### src/rtl/heap_ram_arbiter.sv
// Round-robin arbiter sharing the single-ported heap RAM between CPU and DMA; 3 cycles per access.
// Requesters hold valid until their one-cycle ready pulse; optional HEAP_ARB_ERR_EN flags out-of-range addresses.
module heap_ram_arbiter #(
  parameter int ADDR_WIDTH = 14
) (
  input  logic                  clk,
  input  logic                  reset,
  input  logic                  cpu_valid,
  output logic                  cpu_ready,
  input  logic [31:0]           cpu_addr,
  input  logic [31:0]           cpu_wdata,
  input  logic [3:0]            cpu_wstrb,
  output logic [31:0]           cpu_rdata,
  input  logic                  dma_valid,
  output logic                  dma_ready,
  input  logic [31:0]           dma_addr,
  input  logic [31:0]           dma_wdata,
  input  logic [3:0]            dma_wstrb,
  output logic [31:0]           dma_rdata,
  output logic                  ram_en,
  output logic [3:0]            ram_we,
  output logic [ADDR_WIDTH-3:0] ram_addr,
  output logic [31:0]           ram_wdata,
  input  logic [31:0]           ram_rdata,
  output logic                  err
);

  typedef enum logic [1:0] {
    IDLE  = 2'd0,
    ISSUE = 2'd1,
    RESP  = 2'd2
  } state_t;

  // Per-access attributes needed after the RAM strobe has gone out.
  typedef struct packed {
    logic is_dma;
    logic is_wr;
    logic oor;
  } gnt_t;

  state_t state_q, state_d;
  gnt_t   gnt_q;
  logic   last_dma_q;
  logic   grant, pick_dma, sel_oor;
  logic [31:0] sel_addr, sel_wdata;
  logic [3:0]  sel_wstrb;
  logic        unused_addr_bits;

  always_comb begin
    pick_dma  = dma_valid && (!cpu_valid || !last_dma_q);
    grant     = (state_q == IDLE) && (cpu_valid || dma_valid);
    sel_addr  = pick_dma ? dma_addr  : cpu_addr;
    sel_wdata = pick_dma ? dma_wdata : cpu_wdata;
    sel_wstrb = pick_dma ? dma_wstrb : cpu_wstrb;
  end

`ifdef HEAP_ARB_ERR_EN
  logic err_q;
  assign sel_oor          = |sel_addr[31:ADDR_WIDTH];
  assign unused_addr_bits = ^sel_addr[1:0];
  assign err              = err_q;

  always_ff @(posedge clk) begin
    if (reset) begin
      err_q <= 1'b0;
    end else if (grant && sel_oor) begin
      err_q <= 1'b1;
    end
  end
`else
  // Upper address bits simply wrap into the heap window.
  assign sel_oor          = 1'b0;
  assign unused_addr_bits = ^{sel_addr[31:ADDR_WIDTH], sel_addr[1:0]};
  assign err              = 1'b0;
`endif

  always_ff @(posedge clk) begin
    if (reset) begin
      state_q <= IDLE;
    end else begin
      state_q <= state_d;
    end
  end

  always_comb begin
    state_d = state_q;
    case (state_q)
      IDLE:    if (grant) state_d = ISSUE;
      ISSUE:   state_d = RESP;
      RESP:    state_d = IDLE;
      default: state_d = IDLE;
    endcase
  end

  // RAM strobe is registered on the grant edge so it is live throughout ISSUE.
  always_ff @(posedge clk) begin
    if (reset) begin
      last_dma_q <= 1'b1;
      gnt_q      <= '0;
      ram_en     <= 1'b0;
      ram_we     <= 4'b0000;
      ram_addr   <= '0;
      ram_wdata  <= 32'h0;
    end else begin
      ram_en <= 1'b0;
      ram_we <= 4'b0000;
      if (grant) begin
        last_dma_q   <= pick_dma;
        gnt_q.is_dma <= pick_dma;
        gnt_q.is_wr  <= |sel_wstrb;
        gnt_q.oor    <= sel_oor;
        ram_en       <= !sel_oor;
        ram_we       <= sel_oor ? 4'b0000 : sel_wstrb;
        ram_addr     <= sel_addr[ADDR_WIDTH-1:2];
        ram_wdata    <= sel_wdata;
      end
    end
  end

  always_comb begin
    cpu_ready = 1'b0;
    dma_ready = 1'b0;
    cpu_rdata = 32'h0;
    dma_rdata = 32'h0;
    if (state_q == RESP) begin
      if (gnt_q.is_dma) begin
        dma_ready = 1'b1;
        dma_rdata = (gnt_q.is_wr || gnt_q.oor) ? 32'h0 : ram_rdata;
      end else begin
        cpu_ready = 1'b1;
        cpu_rdata = (gnt_q.is_wr || gnt_q.oor) ? 32'h0 : ram_rdata;
      end
    end
  end

endmodule

### config.mk
export PLATFORM = sky130hd
export DESIGN_NAME = heap_ram_arbiter
export DESIGN_NICKNAME = d
export VERILOG_FILES = /design/src/rtl/heap_ram_arbiter.sv
export SDC_FILE = /design/constraint.sdc
export NUM_CORES = 1
export LEC_CHECK = 0
export ABC_CLOCK_PERIOD_IN_PS = 1850
export BUFFER_PORTS_ARGS = -buffer_cell sky130_fd_sc_hd__buf_2
export CORE_AREA = 2 2 110 112
export CTS_CLUSTER_SIZE = 24
export DETAILED_ROUTE_END_ITERATION = 16
export DIE_AREA = 0 0 112 114
export GPL_TIMING_DRIVEN = 0
export PLACE_DENSITY = 0.67
export SLEW_MARGIN = 30
export SYNTH_ARGS = -nofsm -noshare
export SYNTH_HDL_FRONTEND = slang
export SYNTH_SLANG_ARGS = --single-unit
### constraint.sdc
create_clock -name clk -period 1.85 [get_ports clk]
set_input_delay 0.2775 -clock clk [delete_from_list [all_inputs] [get_ports clk]]
set_output_delay 0.2775 -clock clk [all_outputs]
set_load 0.02 [all_outputs]
Yosys cells after proc, flatten, opt, wreduce, memory -nomap -nowiden
Index checks and enable logic that the tools add are counted.
W data, S select, Z words.
{"block": "totals", "register_bits": 54, "in_bits": 172, "out_inout_bits": 116, "elab_cells": 36}
{"block": "op_classes", "n_eq_ne": 3, "muxes": 15, "n_bitwise": 1, "reduce_logical": 9}
{"cell": "$mux W32", "n": 6}
{"cell": "$mux W14", "n": 1}
{"cell": "$mux W1", "n": 5}
{"cell": "$mux W4", "n": 1}
{"cell": "$pmux W2 S2", "n": 1}
{"cell": "$reduce_or A4 Y1", "n": 1}
{"cell": "$eq A2 B1 Y1 const B", "n": 1}
{"cell": "$eq A2 B2 Y1 const B", "n": 1}
{"cell": "$logic_and A1 B1 Y1", "n": 2}
{"cell": "$logic_not A1 Y1", "n": 2}
{"cell": "$logic_not A2 Y1", "n": 1}
{"cell": "$logic_or A1 B1 Y1", "n": 2}
{"cell": "$mux W2", "n": 1}
{"cell": "$ne A2 B2 Y1 const B", "n": 1}
{"cell": "$reduce_or A2 Y1", "n": 1}
{"cell": "$not A1 Y1", "n": 1}

Longest topological paths before layout
{"block": "logic_depth", "depth_word": 5, "depth_mapped": 6, "mapped_depth_nobuf": 3}

Least setup slack after synthesis
No wires, ideal clock.
{"block": "synth_timing", "path_type": "reg-to-output", "startpoint": "register state_q[1]", "endpoint": "output port cpu_rdata[24]", "arrival_time_ps": 1386, "required_time_ps": 1572, "slack_ps": 187, "path_stages_with_launch": 7, "path_buffers": 3, "path_cell_list": "dfxtp_1 buf_4 inv_4 or3_1 buf_2 buf_6 nor2_1"}
{"block": "synth_via", "elab_chain_cells": 2}
{"item": "from (decl)", "line_no": "41", "text": "state_t state_q, state_d;"}
{"item": "from (signal assigned)", "line_no": "81", "text": "state_q <= state_d;"}
{"item": "$eq A2 B2 Y1", "line_no": "125", "text": "if (state_q == RESP) begin"}
{"item": "$mux W32", "line_no": "125"}
{"item": "to (decl)", "line_no": "13", "text": "output logic [31:0] cpu_rdata,"}
Every way passes these cells.

Final worst setup path
{"block": "layout_timing", "startpoint": "register state_q[1]", "endpoint": "output port cpu_rdata[27]"}
Same word-level chain as after synthesis.

==> summary.txt <==
Status
  • Status: finished with violations
  • Failing checks: setup timing

Worst setup path
  • Crit path arrival time: 1610 ps
  • Worst-case reg-to-reg path depth: 5
  • Crit end category: output port
  • Worst Path Required: 1570 ps
  • Worst-path maximum fanout: 8
  • Worst setup SP type: register
  • Crit Path Class: reg2out

CTS
  • Clock buffer depth: 2
  • Clock Latency Late Sink: 290 ps
  • Clk sinks: 54
  • H-tree levels: 2
  • Post-CTS Hold Buffers: 0
  • CTS tree: built
  • Num CTS Buffers: 5
  • Clk pin slew, worst setup/hold paths: 70 ps
  • CTS Root Cell: clkbuf_16

Floorplan
  • Chip width: 112 um
  • Die Footprint: 0.0128 mm^2
  • Site row count: 40
  • Core Region: 0.0117 mm^2
  • IO Pins: 288
  • Die height: 114 um
  • Initial Util: 0.247

STA
  • Worst Slack Setup Final: -39.7 ps
  • Final hold vios: 0
  • Maximum clock rate: 529 MHz
  • Final setup vio count: 13
  • Clock skew: 5.74 ps
  • Final Hold Slack: 236 ps
  • Final Critical Period: 1890 ps
  • Max Slew Vio Count: 0
  • RSZ-0062 raised after global routing: yes
  • Period Utilization, post-route: 1.02

Route
  • Wire per inst: 15.4 um
  • Post-DRT Antenna Nets: 0
  • Avg Vias per Cell: 4.71
  • DRT Pass-1 Iters: 4
  • Detailed Route WL: 12.5 mm
  • DR iter-0 viols: 173
  • Vias: 3838
  • DRC violations left: 0

Power
  • Worst IR Drop VDD: 0.000363 V
  • Power Dens Cells: 693 mW/mm^2
  • P_leak: 0.00248 uW
  • PnR Total Power: 3550 uW

Synth
  • Flops & latches, synth: 54
  • Mapped Area: 0.00289 mm^2
  • Area share of the largest cell type after synthesis: 0.374
  • Largest family of logic cells by synthesized area: simple AND/OR/NAND/NOR gates
  • Net Count, Synth: 576
  • Synth area leaders: dfxtp_1 37%, a311oi_1 13%, nand2_1 13%, a21oi_1 8.5%, nor2_1 8.4%
  • Cells after synthesis: 404
  • Simple-gate share of the synthesized area: 0.300
  • Yosys warning count: 0
  • Post-synthesis mux area share: 0.00390
  • Synth unique cells: 26
  • Adder-cell area share of the yosys netlist: 0
  • Leading area contributor after synthesis: dfxtp_1
  • Compound-gate portion of the synthesized area: 0.237
  • Register area share after synthesis: 0.374
  • Post-Synth XOR/XNOR Area: 0
  • Synth Area per Inst: 7.15 um^2

Global route
  • Antenna violations before repair: 0
  • Gr ovfl total: 0
  • Vias in the first global route: 3767
  • Overall Global Routing Usage: 0.183
  • First-pass GRT wire length: 18.7 mm
  • Largest net degree at the start of global routing: 16

Cells and area
  • Final Util: 0.437
  • Layout cell share with drive strength beyond 1: 0.508
  • Area delta synth->final: 77.0%
  • Layout Cells excl Fill: 814
  • Number of diodes: 0
  • Fin nets: 838

Placement
  • Port buffer count: 246
  • Detail Placement HPWL: 8.98 mm
  • Dpl cells: 797
  • Dpl ws: 24.2 ps
  • RePlAce Congestion: 0.804

Flow run
  • Max Cap Viol: 0

Hold path
  • HP Class: in2reg
  • Hold-critical path depth: 3
-- flip-flops by register name, indices dropped and copies added, names as in the netlist --
signal	cells
ram_wdata	32
ram_addr	12
ram_we	4
gnt_q	2
state_q	2
last_dma_q	1
ram_en	1
-- cell usage after synthesis, drive strengths merged --
master and number:
a21bo 1, a21boi 1, a21oi 49, a311oi 44, and2 1, buf 23
clkbuf 17, conb 1, dfxtp 54, inv 5, mux2 1, nand2 97
nand2b 33, nand3 1, nand3b 2, nor2 66, nor4 2, o21ai 2
o21ba 1, o21bai 1, o22ai 1, or3 1
-- per-layer routing --
metal | up-vias | part of all wire | GRT usage | wire [um]
li1 | 1902 | - | - | -
met1 | 1747 | 0.38 | 0.195 | 4770
met2 | 173 | 0.53 | 0.352 | 6590
met3 | 16 | 0.071 | 0.0478 | 891
met4 | 0 | 0.020 | 0.0618 | 252
met5 | - | 0 | 0 | 0
-- timing repair --
action,4_1_cts,5_1_grt
setup endpoints to repair,63,65
pin swaps,8,4
gates resized for setup,131,55
setup buffers,6,1
gates cloned,4,0
-- path summary, 6_finish.rpt --
| path | from | slack (ps) | endpoint |
|---|---|---|---|
| min | dma_wstrb[0] | 240 | ram_we[0] |
| min reg2reg | ram_wdata[21] | 520 | ram_wdata[21] |
| max | state_q[1] | -40 | cpu_rdata[27] |
| max reg2reg | state_q[1] | 240 | ram_addr[6] |
-- cells by family (layout without fill, tap and decap cells) --
group                  Yosys count  after routing
muxes                            1              1
DFF                             54             54
other                            1              1
buffers and inverters           45            308
and+or+nand+nor                203            203
AOI/OAI and AO/OA              100            100
-- final cells by class --
| cell class | instances | area [um^2] |
|---|---|---|
| sequential | 54 | 1090 |
| multi-input combinational | 305 | 1810 |
| inverter | 5 | 31.3 |
| buffer | 38 | 241 |
| clock buffer | 7 | 143 |
| clock inverter | 1 | 5.00 |
| timing repair buffer | 257 | 1610 |
| tap | 147 | 184 |
| fill | 1176 | 6600 |
-- per-stage QoR --
step / cell area [um^2] / TNS, ps
global placement: 4310 / 0
detailed placement: 4310 / 0
floorplan: 2890 / 0
finish: 5110 / -143
global route: 5110 / -1790
CTS: 4970 / -2670
-- placed cells by master (no fill, tap or decap), types with 2 or more instances in the layout --
cell type  count
buf_8          4
nand2_1       97
nor2_4        29
a311oi_1      44
a21oi_1       49
clkbuf_16      5
clkbuf_1      12
nand2b_1      33
nor4_1         2
buf_2        210
o21ai_0        2
clkbuf_8       3
dfxtp_1       52
clkbuf_2       3
nand3b_1       2
buf_4         28
nor2_1        27
buf_6         35
inv_1          3
nor2_2        10
buf_16         2
-- power breakdown --
group | total [uW] | switching, uW | internal [uW]
sequential | 1360 | 70.5 | 1290
clock | 966 | 427 | 538
combinational | 1220 | 727 | 488
-- critical path: stages (launching register included) --
cell     delay [ps]
dfxtp_4         380
inv_8            30
or3_4           480
buf_8           200
nor2_4          110
buf_6           130
Note: power is estimated with default switching activity, not from simulation.
